## config.mk

```make
export PLATFORM = sky130hd
export DESIGN_NAME = lock_code_serializer
export DESIGN_NICKNAME = d
export VERILOG_FILES = /design/src/rtl/door_lock_pkg.sv /design/src/rtl/lock_code_buffer.sv /design/src/rtl/lock_code_serializer.sv
export SDC_FILE = /design/constraint.sdc
export NUM_CORES = 1
export LEC_CHECK = 0
export BUFFER_PORTS_ARGS = -buffer_cell sky130_fd_sc_hd__buf_4
export CAP_MARGIN = 10
export CORE_MARGIN = 2
export CORE_UTILIZATION = 40
export CTS_CLUSTER_SIZE = 8
export DETAILED_ROUTE_END_ITERATION = 8
export SLEW_MARGIN = 20
export SYNTH_ARGS = -nofsm -noshare
export SYNTH_HDL_FRONTEND = slang
export SYNTH_SLANG_ARGS = --single-unit
```

## constraint.sdc

```tcl
create_clock -name clk -period 1.75 [get_ports clk]
set_input_delay 0.35 -clock clk [delete_from_list [all_inputs] [get_ports clk]]
set_output_delay 0.35 -clock clk [all_outputs]
set_load 0.05 [all_outputs]
```

## src/rtl/door_lock_pkg.sv

```systemverilog
// Shared types and defaults for the door-lock datapath.
// Used by the code serializer and the lock FSM.
package door_lock_pkg;

  typedef enum logic [1:0] {
    IDLE  = 2'd0,
    SHIFT = 2'd1,
    GAP   = 2'd2
  } state_e;

  localparam int LOCK_CODE_W     = 8;
  localparam int LOCK_BIT_CYCLES = 4;
  localparam int LOCK_IDLE_BITS  = 2;

  // Counter width that never collapses to zero bits.
  function automatic int clog2_min1(input int v);
    return (v <= 2) ? 1 : $clog2(v);
  endfunction

endpackage

```

## src/rtl/lock_code_buffer.sv

```systemverilog
// One-entry holding register in front of the serializer.
// Accept wins over pop so a same-edge refill is never lost.
module lock_code_buffer
  import door_lock_pkg::*;
#(
  parameter int W = LOCK_CODE_W
) (
  input  logic         clk,
  input  logic         reset,
  input  logic [W-1:0] in_data,
  input  logic         in_valid,
  output logic         in_ready,
  output logic [W-1:0] out_data,
  output logic         out_full,
  input  logic         pop
);

  logic [W-1:0] data_q, data_d;
  logic         full_q, full_d;
  logic         accept;

  assign in_ready = !full_q;
  assign accept   = in_valid && in_ready;
  assign out_data = data_q;
  assign out_full = full_q;

  // Next-state: capture on accept, drop the flag on pop.
  always_comb begin
    data_d = data_q;
    full_d = full_q;
    if (accept) begin
      data_d = in_data;
      full_d = 1'b1;
    end else if (pop) begin
      full_d = 1'b0;
    end
  end

  // Buffer registers.
  always_ff @(posedge clk or posedge reset) begin
    if (reset) begin
      data_q <= '0;
      full_q <= 1'b0;
    end else begin
      data_q <= data_d;
      full_q <= full_d;
    end
  end

endmodule

```

## src/rtl/lock_code_serializer.sv

```systemverilog
// Parallel code word to MSB-first serial stream for the lock FSM.
// Each bit held BIT_CYCLES clocks; each frame ends in a zero gap.
module lock_code_serializer
  import door_lock_pkg::*;
#(
  parameter int CODE_W     = LOCK_CODE_W,
  parameter int BIT_CYCLES = LOCK_BIT_CYCLES,
  parameter int IDLE_BITS  = LOCK_IDLE_BITS
) (
  input  logic              clk,
  input  logic              reset,
  input  logic [CODE_W-1:0] code_in,
  input  logic              code_valid,
  output logic              code_ready,
  output logic              x_out,
  output logic              bit_strobe,
  output logic              frame_start,
  output logic              frame_done,
  output logic              busy
);

  localparam int GAP_LEN = IDLE_BITS * BIT_CYCLES;
  localparam int CYC_W   = clog2_min1(BIT_CYCLES);
  localparam int BIT_W   = $clog2(CODE_W);
  localparam int GAP_W   = clog2_min1(GAP_LEN);

  localparam logic [CYC_W-1:0] CYC_LAST =
    CYC_W'(BIT_CYCLES - 1);
  localparam logic [BIT_W-1:0] BIT_LAST =
    BIT_W'(CODE_W - 1);
  localparam logic [GAP_W-1:0] GAP_LAST =
    GAP_W'(GAP_LEN - 1);

  state_e            state_q;
  logic [CODE_W-1:0] shift_q;
  logic [BIT_W-1:0]  bit_q;
  logic [CYC_W-1:0]  cyc_q;
  logic [GAP_W-1:0]  gap_q;

  logic [CODE_W-1:0] buf_data;
  logic              buf_full;
  logic              gap_last;
  logic              load;

  lock_code_buffer #(
    .W (CODE_W)
  ) u_buf (
    .clk      (clk),
    .reset    (reset),
    .in_data  (code_in),
    .in_valid (code_valid),
    .in_ready (code_ready),
    .out_data (buf_data),
    .out_full (buf_full),
    .pop      (load)
  );

  assign gap_last = (gap_q == GAP_LAST);

  // A new frame starts from IDLE or straight out of the gap.
  assign load = buf_full &&
    ((state_q == IDLE) ||
     (state_q == GAP && gap_last));

  // Sequencer: load, shift each bit, then count the gap.
  always_ff @(posedge clk or posedge reset) begin
    if (reset) begin
      state_q <= IDLE;
      shift_q <= '0;
      bit_q   <= '0;
      cyc_q   <= '0;
      gap_q   <= '0;
    end else if (load) begin
      state_q <= SHIFT;
      shift_q <= buf_data;
      bit_q   <= BIT_LAST;
      cyc_q   <= '0;
      gap_q   <= '0;
    end else begin
      unique case (state_q)
        IDLE: ;
        SHIFT: begin
          if (cyc_q == CYC_LAST) begin
            cyc_q   <= '0;
            shift_q <= shift_q << 1;
            if (bit_q == '0) begin
              state_q <= GAP;
              gap_q   <= '0;
            end else begin
              bit_q <= bit_q - BIT_W'(1);
            end
          end else begin
            cyc_q <= cyc_q + CYC_W'(1);
          end
        end
        GAP: begin
          if (gap_last) begin
            state_q <= IDLE;
            gap_q   <= '0;
          end else begin
            gap_q <= gap_q + GAP_W'(1);
          end
        end
        default: state_q <= IDLE;
      endcase
    end
  end

  assign busy       = (state_q != IDLE);
  assign x_out      = (state_q == SHIFT) &&
                      shift_q[CODE_W-1];
  assign bit_strobe = (state_q == SHIFT) &&
                      (cyc_q == '0);
  assign frame_start = bit_strobe &&
                       (bit_q == BIT_LAST);
  assign frame_done = (state_q == GAP) && gap_last;

endmodule

```

# Word-level counts from Yosys, hierarchy flattened
# Cells that the tools add are included.
# W data, S select, Z words.
# totals
romBits	0
mem_bits_rw	0
latch_bits	0
memories	0
regBits	27
input_bits	11
elab_cells	62
# op_classes
n_reduce_logical	20
n_div	0
n_addsub	3
multipliers	0
bitwise	0
shift	0
n_mux	22
order_cmp	0
eq_ne	10
# ops
op	n
$mux W3	8
$mux W8	3
$mux W2	7
$ne A3 B3 Y1 const B	3
$reduce_bool A2 Y1	4
$eq A3 B3 Y1 const B	2
$logic_and A1 B1 Y1	6
$pmux W2 S3	1
$pmux W3 S2	1
$reduce_and A3 Y1	2
$eq A2 B2 Y1 const B	2
$logic_not A2 Y1	2
$ne A2 B2 Y1 const B	2
$reduce_and A4 Y1	1
$add A3 B1 Y3 const B	1
$logic_not A3 Y1	1
$reduce_bool A3 Y1	1
$sub A3 B1 Y3 const B	1
$add A2 B1 Y2 const B	1
$eq A2 B1 Y1 const B	1
$mux W1	2
$reduce_and A2 Y1	1
$logic_not A1 Y1	1
$logic_or A1 B1 Y1	1

# Longest topological paths before layout
# Gate-level depths: netlist of run 1.
# depth
word_depth	6
mapped_depth	6
mapped_depth_nobuf	5

# Modules after synthesis
# From an unflattened synthesis of run 1, not the netlist that was laid out.
# hier_totals
hier_cells	112
area_unflattened_um2	1373.8
# modules_own_cells
module	area_per_inst_um2	instances	cells_each	seq_area_each_um2
lock_code_serializer	996.0	1	90	450.4
lock_code_buffer	377.9	1	22	225.2

# Worst setup path before layout of run 1
# OpenSTA, ideal clock, no wires.
# synth_path
path_type	register -> output
startpoint	reg state_q[1]
endpoint	out frame_start
path_stages_with_launch	5
n_path_buf	1
required_time_ns	1.400
slack_ns	-0.315
t_arrival_ns	1.715
cell_sequence	dfrtp_1 nor2b_1 clkbuf_1 and2_1 and3_1
# synth_between
elab_chain_cells	3
# synth_rtl
element	line_no	source
start, declared	lock_code_serializer.sv:34	state_e state_q;
start signal, assigned	lock_code_serializer.sv:68	state_q <= IDLE;
start signal, assigned	lock_code_serializer.sv:74	state_q <= SHIFT;
start signal, assigned	lock_code_serializer.sv:87	state_q <= GAP;
$eq A2 B1 Y1	lock_code_serializer.sv:112	assign bit_strobe = (state_q == SHIFT) &&
$logic_and A1 B1 Y1	lock_code_serializer.sv:112	
named net bit_strobe	lock_code_serializer.sv:16	output logic bit_strobe,
$logic_and A1 B1 Y1	lock_code_serializer.sv:114	assign frame_start = bit_strobe &&
end, declared	lock_code_serializer.sv:17	output logic frame_start,
# The timed path passes the listed nets, and every way through them passes these cells.

# Worst setup path after layout of run 1
# layout_path
startpoint	reg state_q[1]
endpoint	out frame_start
# layout_between
elab_chain_cells	3
# layout_rtl
element	line_no
$eq A2 B1 Y1	lock_code_serializer.sv:112
$logic_and A1 B1 Y1	lock_code_serializer.sv:112
$logic_and A1 B1 Y1	lock_code_serializer.sv:114
# Every way passes these cells.

==> impl_metrics.yaml, run 1 <==
sta:
  worst_slew_pin_slew_ns: 0.385
  grt_setup_unrepaired: "true"
  hold_viol: 0
  setup_violations: 1
  max_slew_margin_pct: 74.3
  max_freq_mhz: 567
  whs_ns: 0.0595
  drv_slew: 0
  timing.final.crit_period_ns: 1.76
  setup_tns_ns: -0.0144
  min_period_over_period_pct: 101
  skew_ns: 0.00519
  setup_ws_ns: -0.0144
power_and_ir_drop:
  p_switching_mw: 1.01
  power_leakage_nw: 0.873
  p_comb_share_pct: 53.2
  max-vdd-ir-drop_uv: 671
  power_frac_seq_pct: 36.8
  netSwitchingFraction_pct: 35.3
  fin_total_pwr_mw: 2.85
  p_int_mw: 1.84
  power_frac_clock_pct: 10.0
  p_per_area_nw_per_um2: 1530
synthesis:
  ys_seq_elements: 27
  yosysWarnings: 0
  synth_top_cell_area_share_pct: 48.0
  synthArstFlopShare_pct: 100
  synthFlopType: "dfrtp_1"
  synthesis.area_um2: 1410
  yosysTopAreaCell: "dfrtp_1"
  synth_fp_nets: 139
  synth.area.mux_share_pct: 20.5
  seq_area_frac_synth_pct: 48.0
  synth.distinct_cells: 31
  synthXorXnorAreaFrac_pct: 0
  synthSimpleGateAreaFrac_pct: 14.8
  synth_compound_area_share_pct: 6.23
  syn_area_per_cell_um2: 11.6
  synth_top_family_by_area: "multiplexers"
  synth_area_leaders: "dfrtp_1 (48%), mux2_2 (14%), ha_1 (6.2%), mux2_4 (5.3%), inv_1 (1.9%)"
  syn_inst: 121
  synthAdderAreaFrac_pct: 6.23
  synth_edf_count: 0
final_layout:
  nNetsFinal: 177
  multiInputGateArea_um2: 737
  drive_gt1_share_pct: 51.9
  areaGrowthSynthToFinish_pct: 32.7
  fill_cells: 319
  register_area_um2: 676
  num_antenna_cells: 0
  fin_util_pct: 55.5
floorplanning:
  start_util_pct: 41.8
  core_um2: 3360
  rows: 21
  die_height_um: 63.3
  ios: 17
  die_w_um: 63.3
  fp.dieArea_um2: 4010
global_route:
  grt_max_degree: 28
  grt_pass1_wl_mm: 4.44
  antenna_found_initial: 0
  grt_pass1_vias: 980
  grt_usage_pct: 13.7
  grt-ovfl-total: 0
clock_network:
  clkSlewWorstSetupHoldPaths_ns: 0.16
  clk_latency_ns: 0.33
  ctsHtreeMaxLevel: 1
  numCtsBuffers: 3
  clock_path_buffers: 2
  root_buffer: "clkbuf_4"
  cts_tree: "yes"
  cts_sinks: 27
hold_path:
  hold_path.class: "in -> async"
critical_path:
  r2r_cells: 6
  critPathArrivalTime_ns: 1.41
  critPathMaxFanout: 3
  start_kind: "register"
  end_kind: "output port"
  worstPathCellList: "nor2b_2, and2_4, and3_4, buf_8"
  critPathKind: "reg -> out"
  cp_slowest_cell: "dfrtp_1"
  cp.required_ns: 1.40
  cpPeakStageDelay_ns: 0.45
run_status:
  violations: "setup timing"
  status: "finished, violations left"
routing:
  wire_per_inst_um: 13.2
  wirelength_mm: 2.68
  drc: 0
  drt_iter0_markers: 21
  first_pass_iters: 4
  vias: 995
  via_per_inst: 4.88
  antenna_left: 0
flow_run:
  drv_cap: 0
placement:
  io_buffers: 16
  place.gp.congestion: 0.740
  dp_hpwl_mm: 1.76
==> metrics by stage <==
step	worst slack, ns	cell area (µm²)	std cells
floorplan	0.0219	1410	121
global placement	0.0588	1620	184
detailed placement	0.0417	1620	184
CTS	-0.0151	1790	200
global route	-0.0940	1870	204
finish	-0.0144	1870	204
==> cell type report <==
cell class / count / area share [%]
clock buffer: 3 / 1.21
inverter: 7 / 1.41
tap: 46 / 3.09
sequential: 27 / 36.2
timing repair buffer: 39 / 18.2
clock inverter: 1 / 0.402
multi-input combinational: 81 / 39.5
==> cells in the mapped netlist (2+ instances only) <==
master / number
mux2_4: 5
o21ai_0: 4
nand3_1: 2
nor3_1: 3
clkbuf_1: 4
ha_1: 7
nor2b_1: 4
o31ai_1: 2
and3b_1: 2
nand2_1: 6
inv_1: 7
nor3b_1: 2
nor2_1: 5
dfrtp_1: 27
a21oi_1: 4
mux2_2: 18
and2_1: 3
nand2b_1: 3
==> placed cells by master (no fill, tap or decap), types with 2 or more instances in the layout <==
master | synthesis | final
a21oi_1 | 4 | 4
and2_4 | 0 | 2
and3b_1 | 2 | 2
buf_4 | 1 | 31
buf_6 | 1 | 5
buf_8 | 0 | 2
clkbuf_4 | 0 | 3
dfrtp_1 | 27 | 27
ha_1 | 7 | 3
ha_2 | 0 | 2
ha_4 | 0 | 2
inv_1 | 7 | 4
inv_2 | 0 | 3
mux2_2 | 18 | 18
mux2_4 | 5 | 5
nand2_1 | 6 | 6
nand2b_1 | 3 | 2
nand3_1 | 2 | 2
nor2_1 | 5 | 4
nor2b_1 | 4 | 3
nor3_1 | 3 | 3
nor3b_1 | 2 | 2
o21ai_0 | 4 | 4
==> path summary, 6_finish.rpt <==
check	slack (ns)	start	endpoint
worst max register to register	0.04	cyc_q[1]$_DFFE_PP0P_	shift_q[3]$_DFFE_PP0P_
max in group asynchronous	1.43	reset	shift_q[0]$_DFFE_PP0P_
worst min-delay path	0.06	reset	u_buf.out_data[6]$_DFFE_PP0P_
worst min register to register	0.52	u_buf.out_data[3]$_DFFE_PP0P_	shift_q[3]$_DFFE_PP0P_
min in group clk	0.23	code_valid	u_buf.out_full$_DFFE_PP0P_
worst max-delay path	-0.01	state_q[1]$_DFFE_PP0P_	frame_start
==> logic make-up after synthesis <==
kind of cell | Yosys count
compound gates | 14
fa+ha+maj | 7
buf+inv | 13
flops | 27
mux | 24
simple gates | 36
==> registers in the layout, indices dropped and copies added (netlist names) <==
name / flops
u_buf.out_data: 8
gap_q: 3
u_buf.out_full: 1
state_q: 2
cyc_q: 2
bit_q: 3
shift_q: 8
==> power by group through the flow <==
stage	logic, mW	clock network (mW)	registers [mW]
floorplan	0.967	0	1.01
global placement	1.16	0	1.06
detailed placement	1.20	0	1.07
CTS	1.43	0.293	1.05
global route	1.64	0.319	1.08
finish	1.52	0.284	1.05
==> metal layers <==
| layer | wire, µm | GRT usage (%) |
|---|---|---|
| met2 | 1270 | 22.3 |
| met5 | 0 | 0 |
| met4 | 20 | 4.89 |
| met1 | 1330 | 19.0 |
| met3 | 59 | 1.61 |
==> what timing repair did <==
item	CTS	global route
buffers inserted	12	4
pin swaps	3	3
hold buffers	0	0
endpoints found under the setup margin	4	12
gates resized for setup	15	10
==> critical path: cells and delay by family, from the launching register on <==
family        cells  cell delay [ns]
flops             1             0.45
buf+inv           1             0.14
simple gates      3             0.50
Power figures use the tool's default switching activity.
==> inputs of run 2 (changes only) <==
--- a/config.mk
+++ b/config.mk
@@ -8,9 +8,10 @@
 export BUFFER_PORTS_ARGS = -buffer_cell sky130_fd_sc_hd__buf_4
 export CAP_MARGIN = 10
 export CORE_MARGIN = 2
-export CORE_UTILIZATION = 40
+export CORE_UTILIZATION = 50
 export CTS_CLUSTER_SIZE = 8
 export DETAILED_ROUTE_END_ITERATION = 8
+export PLACE_DENSITY = 0.73
 export SLEW_MARGIN = 20
 export SYNTH_ARGS = -nofsm -noshare
 export SYNTH_HDL_FRONTEND = slang
==> run 2 against run 1 <==
Compared with the run above:
- largest cell class unchanged
- critical path type unchanged
- critical path depth is the same
- clock skew shrank 0.0011 ns
- sequential share of layout area grew 2.0 points
- sequential power is essentially flat
- the run still ends with setup timing left
- cell count shrank 11%
- worst setup slack gained 0.0059 ns
==> impl_metrics.yaml, run 2 (synthesis results as in run 1) <==
run_status:
  status: "finished, violations left"
  violations: "setup timing"
critical_path:
  worstPathCellList: "nor2b_2, and2_4, and3_4, buf_8"
  critPathArrivalTime_ns: 1.41
  start_kind: "register"
  critPathMaxFanout: 4
  critPathKind: "reg -> out"
  cp.required_ns: 1.40
  r2r-end: "shift_q[2]$_DFFE_PP0P_"
  end_kind: "output port"
  r2r_cells: 6
  cpPeakStageDelay_ns: 0.43
  cp_slowest_cell: "dfrtp_1"
  r2r_setup_slack_ns: 0.01
  cp_top_family: "simple AND/OR/NAND/NOR gates"
  r2r-start: "cyc_q[0]$_DFFE_PP0P_"
  path_buf_inv: 1
floorplanning:
  die_height_um: 57.0
  core_um2: 2710
  fp.dieArea_um2: 3250
  rows: 19
  die_w_um: 57.0
  start_util_pct: 51.9
  ios: 17
routing:
  antenna_left: 0
  drc: 0
  vias: 963
  first_pass_iters: 3
  via_per_inst: 5.32
  wirelength_mm: 2.59
  drt_iter0_markers: 18
  wire_per_inst_um: 14.3
final_layout:
  nNetsFinal: 169
  fill_cells: 225
  num_antenna_cells: 0
  layout.cells.non_filler: 181
  final_common_cell: "dfrtp_1"
  areaGrowthSynthToFinish_pct: 25.7
  final_cell_mix: "dfrtp_1 (27), buf_4 (23), mux2_2 (15), mux2_4 (8)"
  drive_gt1_share_pct: 46.7
sta:
  max_slew_margin_pct: 76.5
  worst_slew_pin_slew_ns: 0.347
  setup_violations: 4
  skew_ns: 0.00411
  timing.final.crit_period_ns: 1.76
  grt_setup_unrepaired: "true"
  drv_slew: 0
  setup_ws_ns: -0.00851
  max_freq_mhz: 569
  hold_viol: 0
  min_period_over_period_pct: 100
placement:
  place.gp.congestion: 0.736
  io_buffers: 16
  dp.cells: 172
  dp_hpwl_mm: 1.86
global_route:
  grt_pass1_wl_mm: 4.39
  antenna_found_initial: 0
  grt_pass1_vias: 1046
  grt_usage_pct: 16.7
  grt-ovfl-total: 0
  grt_max_degree: 28
clock_network:
  cts_sinks: 27
  clock_path_buffers: 2
  numCtsBuffers: 3
  root_buffer: "clkbuf_4"
  clkSlewWorstSetupHoldPaths_ns: 0.14
  ctsHtreeMaxLevel: 1
  clk_latency_ns: 0.31
  cts_tree: "yes"
hold_path:
  hold_path.class: "in -> async"
power_and_ir_drop:
  fin_total_pwr_mw: 2.75
  p_per_area_nw_per_um2: 1560
  max-vdd-ir-drop_uv: 1130
  power_leakage_nw: 0.835
flow_run:
  drv_cap: 0
[run 2: per-layer routing]
layer  GRT usage [%]  share of wire (%)  vias to the layer above
li1                -                  -                      476
met1            20.9                 45                      475
met2            30.9                 52                       10
met3            2.04                2.0                        2
met4            3.99               0.73                        0
met5               0                  0                        -
[run 2: worst max path at each step]
stage | cells after the start | to | slack (ns) | start
after CTS | 6 | shift_q[2]$_DFFE_PP0P_ | -0.02 | cyc_q[0]$_DFFE_PP0P_
after global placement | 6 | shift_q[7]$_DFFE_PP0P_ | 0.10 | gap_q[0]$_DFFE_PP0P_
after floorplan | 4 | frame_start | 0.02 | state_q[1]$_DFFE_PP0P_
final | 4 | frame_start | -0.009 | state_q[0]$_DFFE_PP0P_
after detailed placement | 6 | shift_q[2]$_DFFE_PP0P_ | 0.04 | gap_q[1]$_DFFE_PP0P_
after global routing | 4 | x_out | -0.08 | state_q[0]$_DFFE_PP0P_
[run 2: timing repair]
item,CTS,global route
hold buffers,0,0
endpoints found under the setup margin,4,11
gates resized for setup,12,11
pin swaps,2,2
buffers inserted,2,3
[run 2: final cells by class]
class                      count  area (µm²)  share of cell area [%]
inverter                       7        26.3                    1.49
sequential                    27         676                    38.2
clock buffer                   4        26.3                    1.49
tap                           31        38.8                    2.19
multi-input combinational     81         726                    41.0
timing repair buffer          31         275                    15.6
[run 2: worst reg2reg max path: cells and delay by family, from the launching register on]
| kind | cells | cell delay, ns |
|---|---|---|
| mux | 2 | 0.55 |
| simple gates | 1 | 0.23 |
| buf+inv | 2 | 0.28 |
| fa+ha+maj | 1 | 0.19 |
| flops | 1 | 0.42 |
[run 2: metrics by stage]
step	util (%)	cell area, µm²	setup slack (ns)	hold slack, ns	TNS, ns
6_report	65.2	1770	-0.00851	0.0693	-0.0142
5_1_grt	65.2	1770	-0.0823	0.100	-0.521
4_1_cts	63.0	1710	-0.0172	0.0763	-0.0524
3_5_place_dp	60.0	1630	0.0406	0.433	0
3_3_place_gp	60.0	1630	0.104	0.432	0
2_1_floorplan	-	1410	0.0219	0.403	0
[run 2: report_power, final]
part,switching [mW],internal (mW)
registers,0.164,0.888
clock network,0.178,0.0890
logic,0.622,0.813
total,0.965,1.79
